**src/rtl/rd_seq_pkg.sv**
```systemverilog
// Shared definitions for the readout sequencer: state encoding, default
// timing values and the memory-depth address mask.
package rd_seq_pkg;

   typedef enum logic [2:0] {
      S_IDLE   = 3'd0,
      S_LATCH  = 3'd1,
      S_CALC   = 3'd2,
      S_GRST   = 3'd3,
      S_SETTLE = 3'd4,
      S_READ   = 3'd5,
      S_DONE   = 3'd6
   } state_t;

   localparam int RST_CYC_DEF  = 4;
   localparam int WAIT_CYC_DEF = 3;

   // Low-N-bit mask matching the read address generator's depth encoding.
   function automatic logic [27:0] depth_mask(input logic [3:0] code);
      logic [4:0]  n;
      logic [28:0] m;
      case (code)
         4'b1111: n = 5'd28;
         4'b1110: n = 5'd27;
         4'b1101: n = 5'd26;
         4'b1100: n = 5'd25;
         4'b1011: n = 5'd24;
         4'b1010: n = 5'd23;
         4'b1001: n = 5'd22;
         4'b1000: n = 5'd21;
         4'b0111: n = 5'd20;
         4'b0110: n = 5'd19;
         4'b0101: n = 5'd17;
         4'b0100: n = 5'd16;
         4'b0011: n = 5'd14;
         4'b0010: n = 5'd12;
         4'b0001: n = 5'd10;
         4'b0000: n = 5'd8;
         default: n = 5'd20;
      endcase
      m = (29'd1 << n) - 29'd1;
      return m[27:0];
   endfunction

endpackage

```
**src/rtl/rd_seq_ctrl.sv**
```systemverilog
// Readout sequencer: latches readout parameters, computes the generator start
// address, pulses the generator reset, waits for it to settle, then gates
// rd_en on FIFO back-pressure until the generator reports completion.
//
// state    | meaning
// ---------+------------------------------------------------------------
// S_IDLE   | waiting for start
// S_LATCH  | capture trig_addr / pre_depth / num_rd / depth_ctrl
// S_CALC   | compute masked start address, skip readout if num_rd < 2
// S_GRST   | hold generator reset low for RST_CYC cycles
// S_SETTLE | generator out of reset, wait WAIT_CYC cycles
// S_READ   | rd_en follows !fifo_afull && !gen_read_stop
// S_DONE   | one-cycle done pulse
module rd_seq_ctrl
   import rd_seq_pkg::*;
#(
   parameter int WAIT_CYC = WAIT_CYC_DEF,
   parameter int RST_CYC  = RST_CYC_DEF
) (
   input  logic        clk,
   input  logic        rst,
   input  logic        start,
   input  logic        abort,
   input  logic [27:0] trig_addr,
   input  logic [27:0] pre_depth,
   input  logic [27:0] num_rd,
   input  logic [3:0]  depth_ctrl,
   input  logic        fifo_afull,
   input  logic        gen_read_stop,
   output logic        gen_rst_n,
   output logic [28:0] addr_init_rd,
   output logic [27:0] num_rd_o,
   output logic [3:0]  depth_ctrl_o,
   output logic        rd_en,
   output logic        busy,
   output logic        done
);

   // Down-counter reload values; the terminal count is zero, so load N-1.
   localparam logic [7:0] RST_LD  = 8'(RST_CYC - 1);
   localparam logic [7:0] WAIT_LD = 8'(WAIT_CYC - 1);

   state_t      r_state;
   state_t      w_next;
   logic [7:0]  r_cnt;
   logic [7:0]  w_cnt_nxt;
   logic        w_abort;

   logic [27:0] r_trig;
   logic [27:0] r_pre;
   logic [27:0] r_num;
   logic [3:0]  r_depth;
   logic [27:0] r_addr;
   logic        r_gen_rst_n;
   logic        r_rd_en;
   logic        r_busy;
   logic        r_done;

   // State and phase-counter registers.
   always_ff @(posedge clk) begin
      if (!rst) begin
         r_state <= S_IDLE;
         r_cnt   <= '0;
      end else begin
         r_state <= w_next;
         r_cnt   <= w_cnt_nxt;
      end
   end

   // Next-state and counter sequencing; abort overrides every transition.
   always_comb begin
      w_next    = r_state;
      w_cnt_nxt = r_cnt;
      w_abort   = abort && (r_state != S_IDLE);
      case (r_state)
         S_IDLE:   if (start) w_next = S_LATCH;
         S_LATCH:  w_next = S_CALC;
         S_CALC: begin
            if (r_num < 28'd2) begin
               w_next = S_DONE;
            end else begin
               w_next    = S_GRST;
               w_cnt_nxt = RST_LD;
            end
         end
         S_GRST: begin
            if (r_cnt == 8'd0) begin
               w_next    = S_SETTLE;
               w_cnt_nxt = WAIT_LD;
            end else begin
               w_cnt_nxt = r_cnt - 8'd1;
            end
         end
         S_SETTLE: begin
            if (r_cnt == 8'd0) w_next = S_READ;
            else               w_cnt_nxt = r_cnt - 8'd1;
         end
         S_READ:   if (gen_read_stop) w_next = S_DONE;
         S_DONE:   w_next = S_IDLE;
         default:  w_next = S_IDLE;
      endcase
      if (w_abort) begin
         w_next    = S_IDLE;
         w_cnt_nxt = '0;
      end
   end

   // Registered outputs decoded from the next state so they align with it.
   always_ff @(posedge clk) begin
      if (!rst) begin
         r_trig      <= '0;
         r_pre       <= '0;
         r_num       <= '0;
         r_depth     <= '0;
         r_addr      <= '0;
         r_gen_rst_n <= 1'b0;
         r_rd_en     <= 1'b0;
         r_busy      <= 1'b0;
         r_done      <= 1'b0;
      end else begin
         if (r_state == S_LATCH) begin
            r_trig  <= trig_addr;
            r_pre   <= pre_depth;
            r_num   <= num_rd;
            r_depth <= depth_ctrl;
         end
         if (r_state == S_CALC) begin
            r_addr <= (r_trig - r_pre) & depth_mask(r_depth);
         end
         r_gen_rst_n <= !((w_next == S_GRST) || w_abort);
         r_rd_en     <= (w_next == S_READ) && !fifo_afull && !gen_read_stop;
         r_busy      <= (w_next != S_IDLE);
         r_done      <= (w_next == S_DONE);
      end
   end

   assign gen_rst_n    = r_gen_rst_n;
   assign addr_init_rd = {1'b0, r_addr};
   assign num_rd_o     = r_num;
   assign depth_ctrl_o = r_depth;
   assign rd_en        = r_rd_en;
   assign busy         = r_busy;
   assign done         = r_done;

endmodule

```
**config.mk**
```make
export PLATFORM = sky130hd
export DESIGN_NAME = rd_seq_ctrl
export DESIGN_NICKNAME = d
export VERILOG_FILES = /design/src/rtl/rd_seq_pkg.sv /design/src/rtl/rd_seq_ctrl.sv
export SDC_FILE = /design/constraint.sdc
export NUM_CORES = 1
export LEC_CHECK = 0
export ABC_AREA = 1
export CAP_MARGIN = 20
export CORE_ASPECT_RATIO = 0.8
export CORE_MARGIN = 2
export CORE_UTILIZATION = 48
export CTS_BUF_LIST = sky130_fd_sc_hd__clkbuf_8
export CTS_CLUSTER_SIZE = 14
export DETAILED_ROUTE_END_ITERATION = 12
export PLACE_DENSITY_LB_ADDON = 0.05
export RECOVER_POWER = 25
export SETUP_SLACK_MARGIN = 0.1
export SYNTH_ARGS = -nofsm -noshare
export SYNTH_HDL_FRONTEND = slang
export SYNTH_SLANG_ARGS = --single-unit
```
**constraint.sdc**
```tcl
create_clock -name clk -period 2.05 [get_ports clk]
set_clock_uncertainty 0.05 [all_clocks]
set_input_delay 0.205 -clock clk [delete_from_list [all_inputs] [get_ports clk]]
set_output_delay 0.205 -clock clk [all_outputs]
set_load 0.01 [all_outputs]
```
==> summary.md, run 1 <==
| Metric | Value |
|---|---|
| FMAX | `about 510 MHz` |
| Number of remaining DRC errors | `0` |
| Leakage Power | `4.86 nW` |
| Clk_lat worst skew | `around 470 ps` |
| Fill count | `approximately 1400` |
| Crit share post-route | `roughly 95%` |
| Post-synth ARST share | `0%` |
| Hold Path Stages | `2` |
| Power Density | `~1500 nW/um^2` |
| Layout net count | `1529` |
| Layout cells sized above 1 | `between 20% and 30%` |
| Placed Instances | `approximately 1600` |
| Core footprint | `between 15000 and 20000 sq um` |
| Final Power | `between 0.015 and 0.02 W` |
| I/O Pins | `159` |
| H-tree levels | `4` |
| Critical path fanouts, max | `4` |
| Syn Nets | `~1300` |
| Post-Synthesis Cells | `roughly 1200` |
| Largest stage delay on the critical path | `~330 ps` |
| Worst VDD drop | `about 0.71 mV` |
| TritonCTS buffer count | `17` |
| Sequential area share after synthesis | `a little over a third` |
| Via/cell ratio | `~5.2` |
| Drt total wl | `between 20 and 30 mm` |
| Req. time, crit path | `approximately 2400 ps` |
| Die area | `approximately 17000 sq um` |
| Critical Path AT | `2300 ps` |
| P&R area growth vs syn | `45.3%` |
| # diodes | `0` |
| RR Startpoint | `r_pre[4]` |
| Crit-path slowest cell | `dfxtp_2` |
| Clk buf depth | `2` |
| Area leader, netlist | `dfxtp_1` |
| First-pass GRT wire length | `roughly 39 mm` |
| Final setup violation count | `0` |
| PortBufs | `between 150 and 200` |
| Hold Path Class | `input port to flip-flop` |
| Yosys warns | `0` |
| WL/cell | `between 15 and 20 microns` |
| Slew Limit Headroom | `a little over two fifths` |
| Final Max Slew Viols | `0` |
| Kind of critical path | `flip-flop to flip-flop` |
| Final cell count without fillers | `about 1600` |
| Most common cell in the netlist | `nand2_1` |
| Critical path origin | `r_pre[4]` |
| Final ANT Viol Nets | `0` |
| Top area cells in the synthesized netlist | `dfxtp_1 35%, nand2_1 15%, a21oi_1 9.6%` |
| Cell mode on critical path | `nand2_1` |
| Share of the synthesized area in the top cell type | `between 30% and 40%` |
| Fin. Hold Viols | `0` |
| DP HPWL | `~18 mm` |
| Commonest cells in the synthesized netlist | `302 x nand2_1, 150 x inv_1, 149 x a21oi_1` |
| Run status | `finished, final reports clean` |
| Tmin final | `just under 2000 ps` |
| Pre-antenna DRT Iters | `5` |
| Max_cap viols | `0` |
| Iter 0 DRT Violations | `~600` |
| R2r worst-path depth | `12` |
| RSZ-0062 raised after global routing | `true` |
| Clock-pin slew on the worst setup and hold paths | `80 ps` |
| Die W | `146 microns` |
| CTS tree | `yes` |
| Syn Area/Cell | `6.55 sq um` |
| # rows | `41` |
| GR Overflow Total | `0` |
| CP cell instances | `inv_2 -> ha_4 -> a21oi_4 -> o21ai_2 -> nand2_1 -> nand3b_1 -> nand2_1 -> nand2_1 -> nand2_1 -> nand2_2 -> nand2_2 -> a21oi_1` |
| Initial Util | `around half` |
| Number of synthesized flops with an enable pin | `0` |
| Top FF cell, synth | `dfxtp_1` |
| Via count | `8548` |
| Vias in the first global route | `slightly below 8000` |
| Initial antenna violation count | `0` |
| CTS root buffer | `clkbuf_8` |
| Clock Sinks | `approximately 140` |
| Worst-Margin Slew | `847 ps` |
| Setup crit end kind | `flip-flop` |
| Die Height | `118 microns` |
| Pin count of the biggest net entering global routing | `between 100 and 150` |
| Yosys cell types | `42` |
| Gp weighted congestion | `1.03` |
| Synth Cell Area | `7770 sq um` |
| Hold path start | `rst` |
| GRT Resource Usage Total | `28.3%` |
| FF+latch count, synth | `~140` |
| Crit start category | `flip-flop` |
| Hold Buf Count CTS | `0` |
-- critical path, delay by kind of cell (launching register included) --
kind	cells	cell delay, ps
and+or+nand+nor	7	760
AOI/OAI and AO/OA	3	380
DFF	1	330
buffers and inverters	1	50
adders and majority gates	1	320
-- metal layers --
layer / routed length (microns) / global-route usage [%] / share of wire [%]
met3: 1760 / 6.28 / 6.9
met1: 11700 / 39.7 / 46
met2: 11500 / 43.9 / 45
met5: 0 / 0 / 0
met4: 536 / 7.71 / 2.1
-- per-stage QoR --
stage / setup WS (ps) / setup TNS [ps] / hold WS (ps) / util [%] / area, sq um
6_report: 94.2 / 0 / 114 / 71.5 / 11300
5_1_grt: -7.35 / -8.60 / 106 / 71.5 / 11300
4_1_cts: 75.5 / 0 / 94.4 / 67.2 / 10600
3_5_place_dp: -148 / -329 / 402 / 62.6 / 9890
3_3_place_gp: -1.18 / -1.18 / 392 / 62.6 / 9890
2_1_floorplan: 154 / 0 / 299 / - / 7770
-- report_power, final --
group	switching [W]	total (W)	internal, W
registers	0.000364	0.00360	0.00324
logic	0.00654	0.0110	0.00450
clock network	0.00122	0.00257	0.00136
total	0.00812	0.0172	0.00909
-- layout make-up --
| cell class | count | area, sq um | share of cell area [%] |
|---|---|---|---|
| clock buffer | 17 | 234 | 2.07 |
| clock inverter | 15 | 216 | 1.92 |
| inverter | 160 | 607 | 5.37 |
| multi-input combinational | 852 | 5050 | 44.8 |
| sequential | 136 | 2740 | 24.3 |
| tap | 215 | 269 | 2.38 |
| timing repair buffer | 235 | 2170 | 19.2 |
-- cells in the final DEF, fill, tap and decap left out, types with 5 or more instances in the layout --
master,instances
nand2_1,266
clkdlybuf4s50_1,154
a21oi_1,135
inv_1,131
dfxtp_1,122
o21ai_0,86
nor2_1,83
buf_4,74
nand3_1,47
nand2_2,29
inv_2,25
ha_4,25
nand4_1,20
nor2_2,17
nor3_1,17
clkbuf_8,17
xor2_1,13
dfxtp_2,13
nand2_4,12
a21oi_2,12
nor2_4,11
nand3_2,9
nand3_4,5
o21bai_1,5
nor3_2,5
nand3b_1,5
or2_2,5
ha_1,5
-- cell families (layout without fill, tap and decap cells) --
group | count (synthesis) | after routing | synth area share, %
fa+ha+maj | 33 | 33 | 5.41
compound gates | 259 | 259 | 17.3
other cells | 1 | 1 | 0.0482
xor+xnor | 19 | 19 | 2.14
simple gates | 539 | 540 | 29.8
flops | 136 | 136 | 35.0
buf+inv | 199 | 427 | 10.2
-- final timing paths --
| kind | end | slack (ps) |
|---|---|---|
| setup / recovery | r_addr[19] | 90 |
| hold / removal | r_addr[1] | 110 |
| setup reg to reg | r_addr[19] | 90 |
| hold reg to reg | r_addr[19] | 420 |
-- state kept, by name, indices dropped and copies added (netlist names), named ones only --
signal        cells
done              1
busy              1
r_pre            28
r_trig           28
gen_rst_n         1
r_state           3
rd_en             1
r_addr           28
r_cnt             8
num_rd_o         28
depth_ctrl_o      4
-- timing repair --
item	in CTS	in global routing
cloned	0	1
endpoints found under the setup margin	22	36
setup buffers	2	16
gates resized for setup	45	152
pin swaps	10	48
(Power assumes the default switching activity.)
==> run 2, diff against run 1 <==
--- a/config.mk
+++ b/config.mk
@@ -7,11 +7,11 @@
 export LEC_CHECK = 0
 export ABC_AREA = 1
 export CAP_MARGIN = 20
-export CORE_ASPECT_RATIO = 0.8
+export CORE_ASPECT_RATIO = 0.7
 export CORE_MARGIN = 2
 export CORE_UTILIZATION = 48
 export CTS_BUF_LIST = sky130_fd_sc_hd__clkbuf_8
-export CTS_CLUSTER_SIZE = 14
+export CTS_CLUSTER_SIZE = 16
 export DETAILED_ROUTE_END_ITERATION = 12
 export PLACE_DENSITY_LB_ADDON = 0.05
 export RECOVER_POWER = 25
==> run 2 against run 1 <==
Against the previous run: first-iteration DRC count increased by 26%; largest cell class unchanged; hold slack improved by 120 ps; final cell count decreased by 0.25%; routed wire length increased by 5.7%; sequential cell count unchanged; sequential power about the same; non-clock buffer count increased by 12; clock power decreased by 12%; utilization increased by 1.1 points; clock-buffer cell count increased by 2; via count increased by 2.2%.
==> summary.md, run 2 (synthesis results as in run 1) <==
| Metric | Value |
|---|---|
| Run status | `finished, final reports clean (unchanged)` |
| Req. time, crit path | `2380 ps (was 2390 ps)` |
| Crit start category | `flip-flop (unchanged)` |
| Number of remaining DRC errors | `0 (unchanged)` |
| Layout net count | `1540 (was 1529)` |
| Die area | `17200 sq um (about the same)` |
| Leakage Power | `4.87 nW (was 4.86 nW)` |
| Final setup violation count | `0 (unchanged)` |
| Crit-path slowest cell | `dfxtp_2 (unchanged)` |
| Kind of critical path | `flip-flop to flip-flop (unchanged)` |
| Initial antenna violation count | `0 (unchanged)` |
| Hold Path Class | `input port to flip-flop (unchanged)` |
| Initial Util | `49.7% (was 49.2%)` |
| DP HPWL | `19.7 mm (was 18.5 mm)` |
| RR Startpoint | `r_pre[18] (was r_pre[4])` |
| Iter 0 DRT Violations | `758 (was 603)` |
| Hold Path Stages | `3 (was 2)` |
| Clk_lat worst skew | `470 ps (about the same)` |
| Final ANT Viol Nets | `0 (unchanged)` |
| Via/cell ratio | `5.37 (was 5.24)` |
| P&R area growth vs syn | `46.1% (was 45.3%)` |
| R2R setup slack | `20 ps (was 90 ps)` |
| Area of the multi-input gates | `5110 sq um (was 5050 sq um)` |
| Most frequent cells in the layout | `254 x nand2_1, 156 x clkdlybuf4s50_1, 134 x a21oi_1 (was 266 x nand2_1, 154 x clkdlybuf4s50_1, 135 x a21oi_1)` |
| Worst VDD drop | `0.577 mV (was 0.707 mV)` |
| Clock-pin slew on the worst setup and hold paths | `90 ps (was 80 ps)` |
| Power Density | `1510 nW/um^2 (was 1520 nW/um^2)` |
| Largest stage delay on the critical path | `330 ps (about the same)` |
| Hold path start | `trig_addr[2] (was rst)` |
| Fin. Hold Viols | `0 (unchanged)` |
| R2r worst-path depth | `11 (was 12)` |
| CP cell instances | `inv_2 -> ha_4 -> buf_4 -> nand2_2 -> nor2_2 -> nand2_1 -> nor4_1 -> nand2_2 -> nand3_1 -> nand3_2 -> a21oi_1 (was inv_2 -> ha_4 -> a21oi_4 -> o21ai_2 -> nand2_1 -> nand3b_1 -> nand2_1 -> nand2_1 -> nand2_1 -> nand2_2 -> nand2_2 -> a21oi_1)` |
| Slew Limit Headroom | `52.1% (was 43.5%)` |
| CTS root buffer | `clkbuf_8 (unchanged)` |
| Crit share post-route | `99.0% (was 95.4%)` |
| Core footprint | `15600 sq um (was 15800 sq um)` |
| H-tree levels | `4 (unchanged)` |
| First-pass GRT wire length | `41.3 mm (was 38.9 mm)` |
| Drt total wl | `27.0 mm (was 25.5 mm)` |
| Cell mode on critical path | `nand2_2 (was nand2_1)` |
| # diodes | `0 (unchanged)` |
| Pre-antenna DRT Iters | `5 (unchanged)` |
| Gp weighted congestion | `0.993 (was 1.03)` |
| Via count | `8732 (was 8548)` |
| TritonCTS buffer count | `17 (unchanged)` |
| Die Height | `110 microns (was 118 microns)` |
| I/O Pins | `159 (unchanged)` |
| Layout Utilization | `72.6% (was 71.5%)` |
| Final Max Slew Viols | `0 (unchanged)` |
| Clk buf depth | `2 (unchanged)` |
| Max_cap viols | `0 (unchanged)` |
| Tmin final | `2030 ps (was 1960 ps)` |
| Layout cells sized above 1 | `23.2% (was 21.1%)` |
| Worst-Margin Slew | `719 ps (was 847 ps)` |
| RSZ-0062 raised after global routing | `true (unchanged)` |
| Hold Path Sink | `r_trig[2] (was r_addr[1])` |
| Setup crit end kind | `flip-flop (unchanged)` |
| Hold_ws | `233 ps (was 114 ps)` |
| Critical Path AT | `2360 ps (was 2300 ps)` |
| Die W | `156 microns (was 146 microns)` |
| Reg area | `2740 sq um (unchanged)` |
| Critical path fanouts, max | `4 (unchanged)` |
| GR Overflow Total | `0 (unchanged)` |
| Worst R2R End | `r_addr[25] (was r_addr[19])` |
| Setup_tns | `0 ps (unchanged)` |
| # rows | `38 (was 41)` |
| FMAX | `493 MHz (was 511 MHz)` |
| Commonest non-fill, non-tap cell in the layout | `nand2_1 (unchanged)` |
| Final Power | `0.0172 W (about the same)` |
| CTS tree | `yes (unchanged)` |
| GRT Resource Usage Total | `30.4% (was 28.3%)` |
| Fill count | `1343 (was 1366)` |
| WL/cell | `16.6 microns (was 15.7 microns)` |
| Pin count of the biggest net entering global routing | `117 (was 137)` |
| Vias in the first global route | `7871 (was 7742)` |
| Clock Sinks | `136 (unchanged)` |
| PortBufs | `157 (unchanged)` |
## run 2: per-layer routing
| layer | wire length (microns) | global-route usage [%] | vias up |
|---|---|---|---|
| met5 | 0 | 0 | - |
| met4 | 328 | 7.16 | 0 |
| met3 | 2490 | 6.59 | 39 |
| met2 | 11400 | 44.1 | 373 |
| met1 | 12800 | 45.6 | 4016 |
| li1 | - | - | 4304 |
## run 2: critical path: cells and delay by family (launching register included)
kind	cells	cell delay [ps]
adder cells (fa/ha/maj)	1	270
AO/OA/AOI/OAI	1	140
flip-flops	1	330
buffers and inverters	2	150
AND/OR/NAND/NOR	7	1020
## run 2: worst max path at each step
stage	start	end	cells past startpoint
floorplan	flip-flop	r_addr[26]	15
global placement	r_trig[0]	r_addr[14]	9
detailed placement	r_trig[0]	r_addr[14]	9
CTS	r_pre[14]	r_addr[27]	14
global route	r_pre[9]	r_addr[25]	9
finish	r_pre[18]	r_addr[25]	11
## run 2: what timing repair did
item	in CTS	in global routing
endpoints found under the setup margin	22	36
hold buffers	1	0
resized for setup	61	165
buffers inserted	1	15
pin swaps	8	55
hold endpoints to repair	1	0
## run 2: cell type report
| class | instances | area share (%) |
|---|---|---|
| repair buffers | 247 | 19.9 |
| flip-flops and latches | 136 | 24.1 |
| multi-input cells | 851 | 45.0 |
| well taps | 200 | 2.20 |
| clock buffers | 19 | 2.30 |
| inverters | 160 | 5.32 |
| clock inverters | 13 | 1.15 |
## run 2: power by group
group	total, W	switching (W)	internal (W)
logic	0.0113	0.00674	0.00458
registers	0.00361	0.000366	0.00324
clock network	0.00226	0.00120	0.00105
total	0.0172	0.00831	0.00887
## run 2: metrics by stage
| stage | cell area [sq um] | cells | setup slack [ps] |
|---|---|---|---|
| 2_1_floorplan | 7770 | 1186 | 154 |
| 3_3_place_gp | 9970 | 1577 | -41.0 |
| 3_5_place_dp | 9970 | 1577 | -89.7 |
| 4_1_cts | 10600 | 1611 | 62.4 |
| 5_1_grt | 11400 | 1626 | -104 |
| 6_report | 11400 | 1626 | 19.9 |
